===== src/rtl/dmem_bus_responder_pkg.sv =====
// Shared definitions for the data-side memory responder.
//   dmemStateT   : responder FSM states
//   DMEM_BE_READ : byte enables driven on bus reads
//   wordAddr()   : rebuilds a word-aligned byte address from a word index
package dmem_bus_responder_pkg;

  typedef enum logic [1:0] {
    IDLE    = 2'd0,
    RD_WAIT = 2'd1,
    RD_DONE = 2'd2,
    WR_WAIT = 2'd3
  } dmemStateT;

  localparam logic [3:0] DMEM_BE_READ = 4'b1111;

  function automatic logic [31:0] wordAddr(input logic [29:0] wordIdx);
    return {wordIdx, 2'b00};
  endfunction

endpackage


===== src/rtl/dmem_bus_responder_wbuf.sv =====
// One-entry posted-store buffer.
//   clk, rst        : clock, synchronous active-high reset
//   load            : capture loadAddr/loadData/loadBe and mark valid
//   clear           : drop the entry once the bus has taken it
//   loadAddr[31:2]  : store word index
//   loadData/loadBe : store data and byte enables
//   addr/data/be    : buffered store (addr word-aligned)
//   valid           : entry occupied
module dmem_wbuf
  import dmem_bus_responder_pkg::*;
(
  input  logic        clk,
  input  logic        rst,
  input  logic        load,
  input  logic        clear,
  input  logic [29:0] loadAddr,
  input  logic [31:0] loadData,
  input  logic [3:0]  loadBe,
  output logic [31:0] addr,
  output logic [31:0] data,
  output logic [3:0]  be,
  output logic        valid
);

  always_ff @(posedge clk) begin
    if (rst) begin
      valid <= 1'b0;
      addr  <= '0;
      data  <= '0;
      be    <= '0;
    end else if (load) begin
      valid <= 1'b1;
      addr  <= wordAddr(loadAddr);
      data  <= loadData;
      be    <= loadBe;
    end else if (clear) begin
      valid <= 1'b0;
    end
  end

endmodule


===== src/rtl/dmem_bus_responder.sv =====
// Data-side memory responder between the EX-stage request port and a
// single-outstanding req/ack data bus. Stores are posted through a 1-entry
// write buffer; loads stall the pipeline until bus data is registered.
// Accesses that see no ack for TIMEOUT bus cycles are aborted with an error.
//   clk, rst           : clock, synchronous active-high reset
//   cpu_req/cpu_kill   : request, and fault that cancels it
//   cpu_addr/cpu_wdata : byte address, lane-rotated store data
//   cpu_we             : byte enables, 4'b0000 = load
//   cpu_rdata          : load data, valid in the cycle cpu_stall falls
//   cpu_stall          : combinational EX-stage hold
//   cpu_err            : one-cycle pulse on a failed load or posted store
//   bus_req..bus_wdata : registered request, stable while bus_req=1
//   bus_ack/bus_err    : completion / failure, bus_rdata valid with ack
module dmem_bus_responder #(
  parameter int unsigned TIMEOUT   = 256,
  parameter logic [31:0] ERR_RDATA = 32'h00000000
) (
  input  logic        clk,
  input  logic        rst,
  input  logic        cpu_req,
  input  logic        cpu_kill,
  input  logic [31:0] cpu_addr,
  input  logic [31:0] cpu_wdata,
  input  logic [3:0]  cpu_we,
  output logic [31:0] cpu_rdata,
  output logic        cpu_stall,
  output logic        cpu_err,
  output logic        bus_req,
  output logic        bus_we,
  output logic [31:0] bus_addr,
  output logic [3:0]  bus_be,
  output logic [31:0] bus_wdata,
  input  logic        bus_ack,
  input  logic        bus_err,
  input  logic [31:0] bus_rdata
);
  import dmem_bus_responder_pkg::*;

  localparam int unsigned CW = (TIMEOUT > 1) ? $clog2(TIMEOUT) : 1;
  localparam logic [CW-1:0] CNT_LAST = CW'(TIMEOUT - 1);

  dmemStateT     state, nextState;
  logic          busReqQ;
  logic [31:0]   rdAddr;
  logic [31:0]   rdataQ;
  logic          errQ;
  logic [CW-1:0] cnt;

  logic [31:0] wbAddr, wbData;
  logic [3:0]  wbBe;
  logic        wbValid, wbLoad, wbClear;

  logic valid, isLoad, isStore;
  logic timedOut, finish, failed;
  logic stallComb, startRead, complete;
  logic isWrite;
  logic unusedAddrLsb;

  assign unusedAddrLsb = ^cpu_addr[1:0];

  assign valid   = cpu_req & ~cpu_kill;
  assign isLoad  = valid & (cpu_we == 4'b0000);
  assign isStore = valid & (cpu_we != 4'b0000);

  // Ack arriving on the last counted cycle wins over the timeout.
  assign timedOut = (cnt == CNT_LAST);
  assign finish   = bus_ack | bus_err | timedOut;
  assign failed   = bus_err | (timedOut & ~bus_ack);

  dmem_wbuf u_wbuf (
    .clk      (clk),
    .rst      (rst),
    .load     (wbLoad),
    .clear    (wbClear),
    .loadAddr (cpu_addr[31:2]),
    .loadData (cpu_wdata),
    .loadBe   (cpu_we),
    .addr     (wbAddr),
    .data     (wbData),
    .be       (wbBe),
    .valid    (wbValid)
  );

  always_ff @(posedge clk) begin
    if (rst) begin
      state <= IDLE;
    end else begin
      state <= nextState;
    end
  end

  always_comb begin
    nextState = state;
    stallComb = 1'b0;
    startRead = 1'b0;
    wbLoad    = 1'b0;
    wbClear   = 1'b0;
    complete  = 1'b0;
    unique case (state)
      IDLE: begin
        if (isStore && !wbValid) begin
          wbLoad    = 1'b1;
          nextState = WR_WAIT;
        end else if (isStore) begin
          stallComb = 1'b1;
        end else if (isLoad) begin
          stallComb = 1'b1;
          startRead = 1'b1;
          nextState = RD_WAIT;
        end
      end
      RD_WAIT: begin
        stallComb = 1'b1;
        if (finish) begin
          complete  = 1'b1;
          nextState = RD_DONE;
        end
      end
      RD_DONE: begin
        nextState = IDLE;
      end
      WR_WAIT: begin
        // No forwarding from the buffer: every request waits for the drain.
        stallComb = valid;
        if (finish) begin
          complete  = 1'b1;
          wbClear   = 1'b1;
          nextState = IDLE;
        end
      end
      default: nextState = IDLE;
    endcase
  end

  always_ff @(posedge clk) begin
    if (rst) begin
      busReqQ <= 1'b0;
      rdAddr  <= '0;
      rdataQ  <= '0;
      errQ    <= 1'b0;
      cnt     <= '0;
    end else begin
      errQ <= complete & failed;
      if (startRead || wbLoad) begin
        busReqQ <= 1'b1;
        cnt     <= '0;
      end else if (complete) begin
        busReqQ <= 1'b0;
      end else if (busReqQ && !bus_ack && (cnt != CNT_LAST)) begin
        cnt <= cnt + CW'(1);
      end
      if (startRead) begin
        rdAddr <= wordAddr(cpu_addr[31:2]);
      end
      if (complete && (state == RD_WAIT)) begin
        rdataQ <= failed ? ERR_RDATA : bus_rdata;
      end
    end
  end

  // Write fields come straight from the store buffer and read fields from
  // rdAddr, selected by state; everything is forced to zero while idle.
  assign isWrite   = (state == WR_WAIT);
  assign bus_req   = busReqQ;
  assign bus_we    = busReqQ & isWrite;
  assign bus_addr  = !busReqQ ? '0 : (isWrite ? wbAddr : rdAddr);
  assign bus_be    = !busReqQ ? '0 : (isWrite ? wbBe : DMEM_BE_READ);
  assign bus_wdata = (busReqQ && isWrite) ? wbData : '0;

  assign cpu_rdata = rdataQ;
  assign cpu_stall = stallComb;
  assign cpu_err   = errQ;

endmodule


===== config.mk =====
export PLATFORM = sky130hd
export DESIGN_NAME = dmem_bus_responder
export DESIGN_NICKNAME = d
export VERILOG_FILES = /design/src/rtl/dmem_bus_responder_pkg.sv /design/src/rtl/dmem_bus_responder_wbuf.sv /design/src/rtl/dmem_bus_responder.sv
export SDC_FILE = /design/constraint.sdc
export NUM_CORES = 1
export LEC_CHECK = 0
export ABC_AREA = 1
export BUFFER_PORTS_ARGS = -buffer_cell sky130_fd_sc_hd__clkbuf_2
export CAP_MARGIN = 10
export CORE_MARGIN = 3
export CORE_UTILIZATION = 54
export CTS_CLUSTER_DIAMETER = 60
export DETAILED_ROUTE_END_ITERATION = 7
export PLACE_DENSITY = 0.86
export SLEW_MARGIN = 25
export SYNTH_ARGS = -nofsm -noshare
export SYNTH_HDL_FRONTEND = slang
export SYNTH_SLANG_ARGS = --single-unit

===== constraint.sdc =====
create_clock -name clk -period 4.9 [get_ports clk]
set_clock_uncertainty 0.2 [all_clocks]
set_input_delay 0.98 -clock clk [delete_from_list [all_inputs] [get_ports clk]]
set_output_delay 0.98 -clock clk [all_outputs]
set_load 0.01 [all_outputs]

==> flow_metrics.tcl <==
set metrics [dict create \
    postCtsSetupBuffers 0 \
    cts_root_buf "clkbuf_8" \
    critical_path.endpoint "bus_wdata[19]" \
    synth_area_leader_cell "dfxtp_1" \
    grt_overflow_total 0 \
    finalPower_mw 2.80 \
    synthArstFlopShare_pct 0 \
    cpLargestDelayFamily "buffers and inverters" \
    post-synth-top-area-fraction_pct 47.5 \
    clock_path_buffers 2 \
    netlist_area_mm2 0.00594 \
    start_util_pct 56.5 \
    htreeDepth 4 \
    max_freq_mhz 274 \
    synthTopCellsByArea "dfxtp_1 (48%), nor2_1 (13%), o21ai_0 (10%)" \
    crit_path_max_incr_delay_ps 730 \
    gp_congestion 0.850 \
    crit_path_start "state[0]" \
    die_y_um 111 \
    final_cells 1142 \
    power_frac_seq_pct 43.6 \
    rsz0062_at_grt "no" \
    cp_common_cell "nor2_1" \
    n_fill_cell 896 \
    wl_um 16600 \
    cp_max_fo 32 \
    swShare_pct 24.6 \
    antenna_found_initial 0 \
    syn_area_per_cell_um2 7.20 \
    p_comb_share_pct 8.7 \
    slowest_stage "inv_1" \
    crit_path_end_kind "primary output" \
    drv_cap 0 \
    layout.nets 1100 \
    yosysMostFrequentCell "nor2_1" \
    cts.repair.resized 0 \
    p_sw_mw 0.688 \
    grt_pass1_vias 5512 \
    setup_viol_count_final 0 \
    critPathRequiredTime_ps 3720 \
    via_count 6117 \
    dieArea_mm2 0.0123 \
    numCtsBuffers 17 \
    drt-pass1-iter-count 5 \
    synthToLayoutAreaGrowth_pct 26.2 \
    clock_latency_ps 520 \
    crit_path_cell_trace "nand2_1, nor2_1, inv_1, nor2_1, clkbuf_2" \
    pin_count 210 \
    layout-drive-gt1-share_pct 25.4 \
    synth_edf_count 0 \
    rows 37 \
    tritoncts "yes" \
    setup_tns_ps 0 \
    pwr-share-clk_pct 47.7 \
    peakVddDrop_mv 0.309 \
    power_density_mw_per_mm2 373 \
    worstMarginPinSlew_ps 1020 \
    run_status "completed" \
    rr_startpoint "state[1]" \
    yosysWarnings 0 \
    grt_use_total_pct 26.0 \
    reg2reg_to "u_wbuf.data[30]" \
    period_needed_ps 3650 \
    n_antenna_cell 0 \
    critPathKind "reg -> out" \
    cts.sinks 141 \
    cts.reportedPaths.clkPinSlew_ps 60 \
    ys_types 28 \
    first_iter_violations 571 \
    critPathLaunchType "register" \
    io_buffers 205 \
    final_max_slew_viol_count 0 \
    hold_buffers 0 \
    cp_num_buf_inv 2 \
    hold_viol 0 \
    reg2regPathDepth 6 \
    ys_seq_elements 141 \
    synth_seq_area_share_pct 47.5 \
    synth_common_cells "nor2_1 (212), dfxtp_1 (141), o21ai_0 (121)" \
    arrival_ps 2470 \
    die_w_um 111 \
    final_antenna_net_count 0 \
    wl_per_cell_um 14.5 \
    timing.final.crit_share_pct 74.5 \
    hp-class "reg -> reg" \
    reg2reg_slack_ps 1730 \
    placed_cells 1110 \
    core_area_mm2 0.0105 \
    hpwl_um 10100 \
    vias_per_cell 5.36 \
    grt_pass1_wl_um 26800 \
    slew_headroom_pct 32.2 \
    synth_cells 825 \
    grt_max_degree 100 \
    p_int_mw 2.11 \
    yosys_most_used_dff "dfxtp_1" \
    cp.depth 5 \
    p_leak_nw 3.22 \
    drc_errors 0 \
]
## kinds of logic after synthesis
| family | synth area share, % |
|---|---|
| fa+ha+maj | 0.211 |
| flops | 47.5 |
| buf+inv | 8.15 |
| compound gates | 17.9 |
| simple gates | 25.7 |
| xor+xnor | 0.442 |
| other cells | 0.0631 |
## power by group through the flow
stage          combinational [mW]  clock, mW  sequential [mW]
2_1_floorplan               0.156          0             1.24
3_3_place_gp                0.235          0             1.24
3_5_place_dp                0.238          0             1.25
4_1_cts                     0.241       1.35             1.22
5_1_grt                     0.272       1.40             1.23
6_report                    0.243       1.33             1.22
## metal layers
| metal | track usage (%) | vias up | wire [um] |
|---|---|---|---|
| met4 | 8.78 | 0 | 270 |
| met1 | 33.0 | 2814 | 6870 |
| li1 | - | 3054 | - |
| met3 | 6.60 | 25 | 1290 |
| met5 | 0 | - | 0 |
| met2 | 43.0 | 224 | 8170 |
## stage by stage
step	hold slack (ps)	cell area (um^2)	worst slack, ps	utilization [%]
finish	253	7500	1250	71.3
global route	268	7500	987	71.3
CTS	254	7500	1000	71.3
detailed placement	244	6890	1220	65.5
global placement	240	6890	1250	65.5
floorplan	229	5950	2090	-
## worst register-to-register path, stage by stage, from the launching register on
cell and delay, ps:
dfxtp_1 350, nor2_1 200, nand3_2 660, inv_2 260, nand3_4 730, o21ai_0 540
a21oi_1 70
## sequential cells by signal, indices dropped and copies added, names as in the netlist, 2 cells and up
name,cells
cnt,8
cpu_rdata,32
rdAddr,30
state,2
u_wbuf.addr,30
u_wbuf.be,4
u_wbuf.data,32
## worst min path at each step
stage / from / to / cells after the start
final: u_wbuf.data[20] / u_wbuf.data[20] / 2
after global routing: u_wbuf.data[1] / u_wbuf.data[1] / 2
after CTS: u_wbuf.data[6] / u_wbuf.data[6] / 2
after detailed placement: u_wbuf.data[10] / u_wbuf.data[10] / 2
after global placement: u_wbuf.data[27] / u_wbuf.data[27] / 2
after floorplan: u_wbuf.data[11] / u_wbuf.data[11] / 2
## layout by cell type (no fill, tap or decap), types with 2 or more instances in the layout
master      count
bufinv_16       4
inv_6           2
nor2_1        211
conb_1          2
inv_2           3
xor2_1          3
nand4_1        32
buf_4           6
nor3_1         30
inv_1          45
a21oi_1        78
clkinv_4        2
nor2_2          2
dfxtp_1       141
nand2_2         2
o21ai_0       121
nand3_1        13
clkbuf_16      16
clkinv_2        3
clkbuf_2      205
nand2_1        63
nor2_4          2
clkinvlp_4      3
o21ai_1         9
## final cells by class
type / count / area, um^2 / share of cell area [%]
clock buffer: 18 / 418 / 5.58
clock inverter: 14 / 193 / 2.57
inverter: 48 / 180 / 2.40
multi-input combinational: 574 / 2640 / 35.2
sequential: 141 / 2820 / 37.7
tap: 136 / 170 / 2.27
timing repair buffer: 211 / 1070 / 14.3
Note: power is estimated with default switching activity, not from simulation.
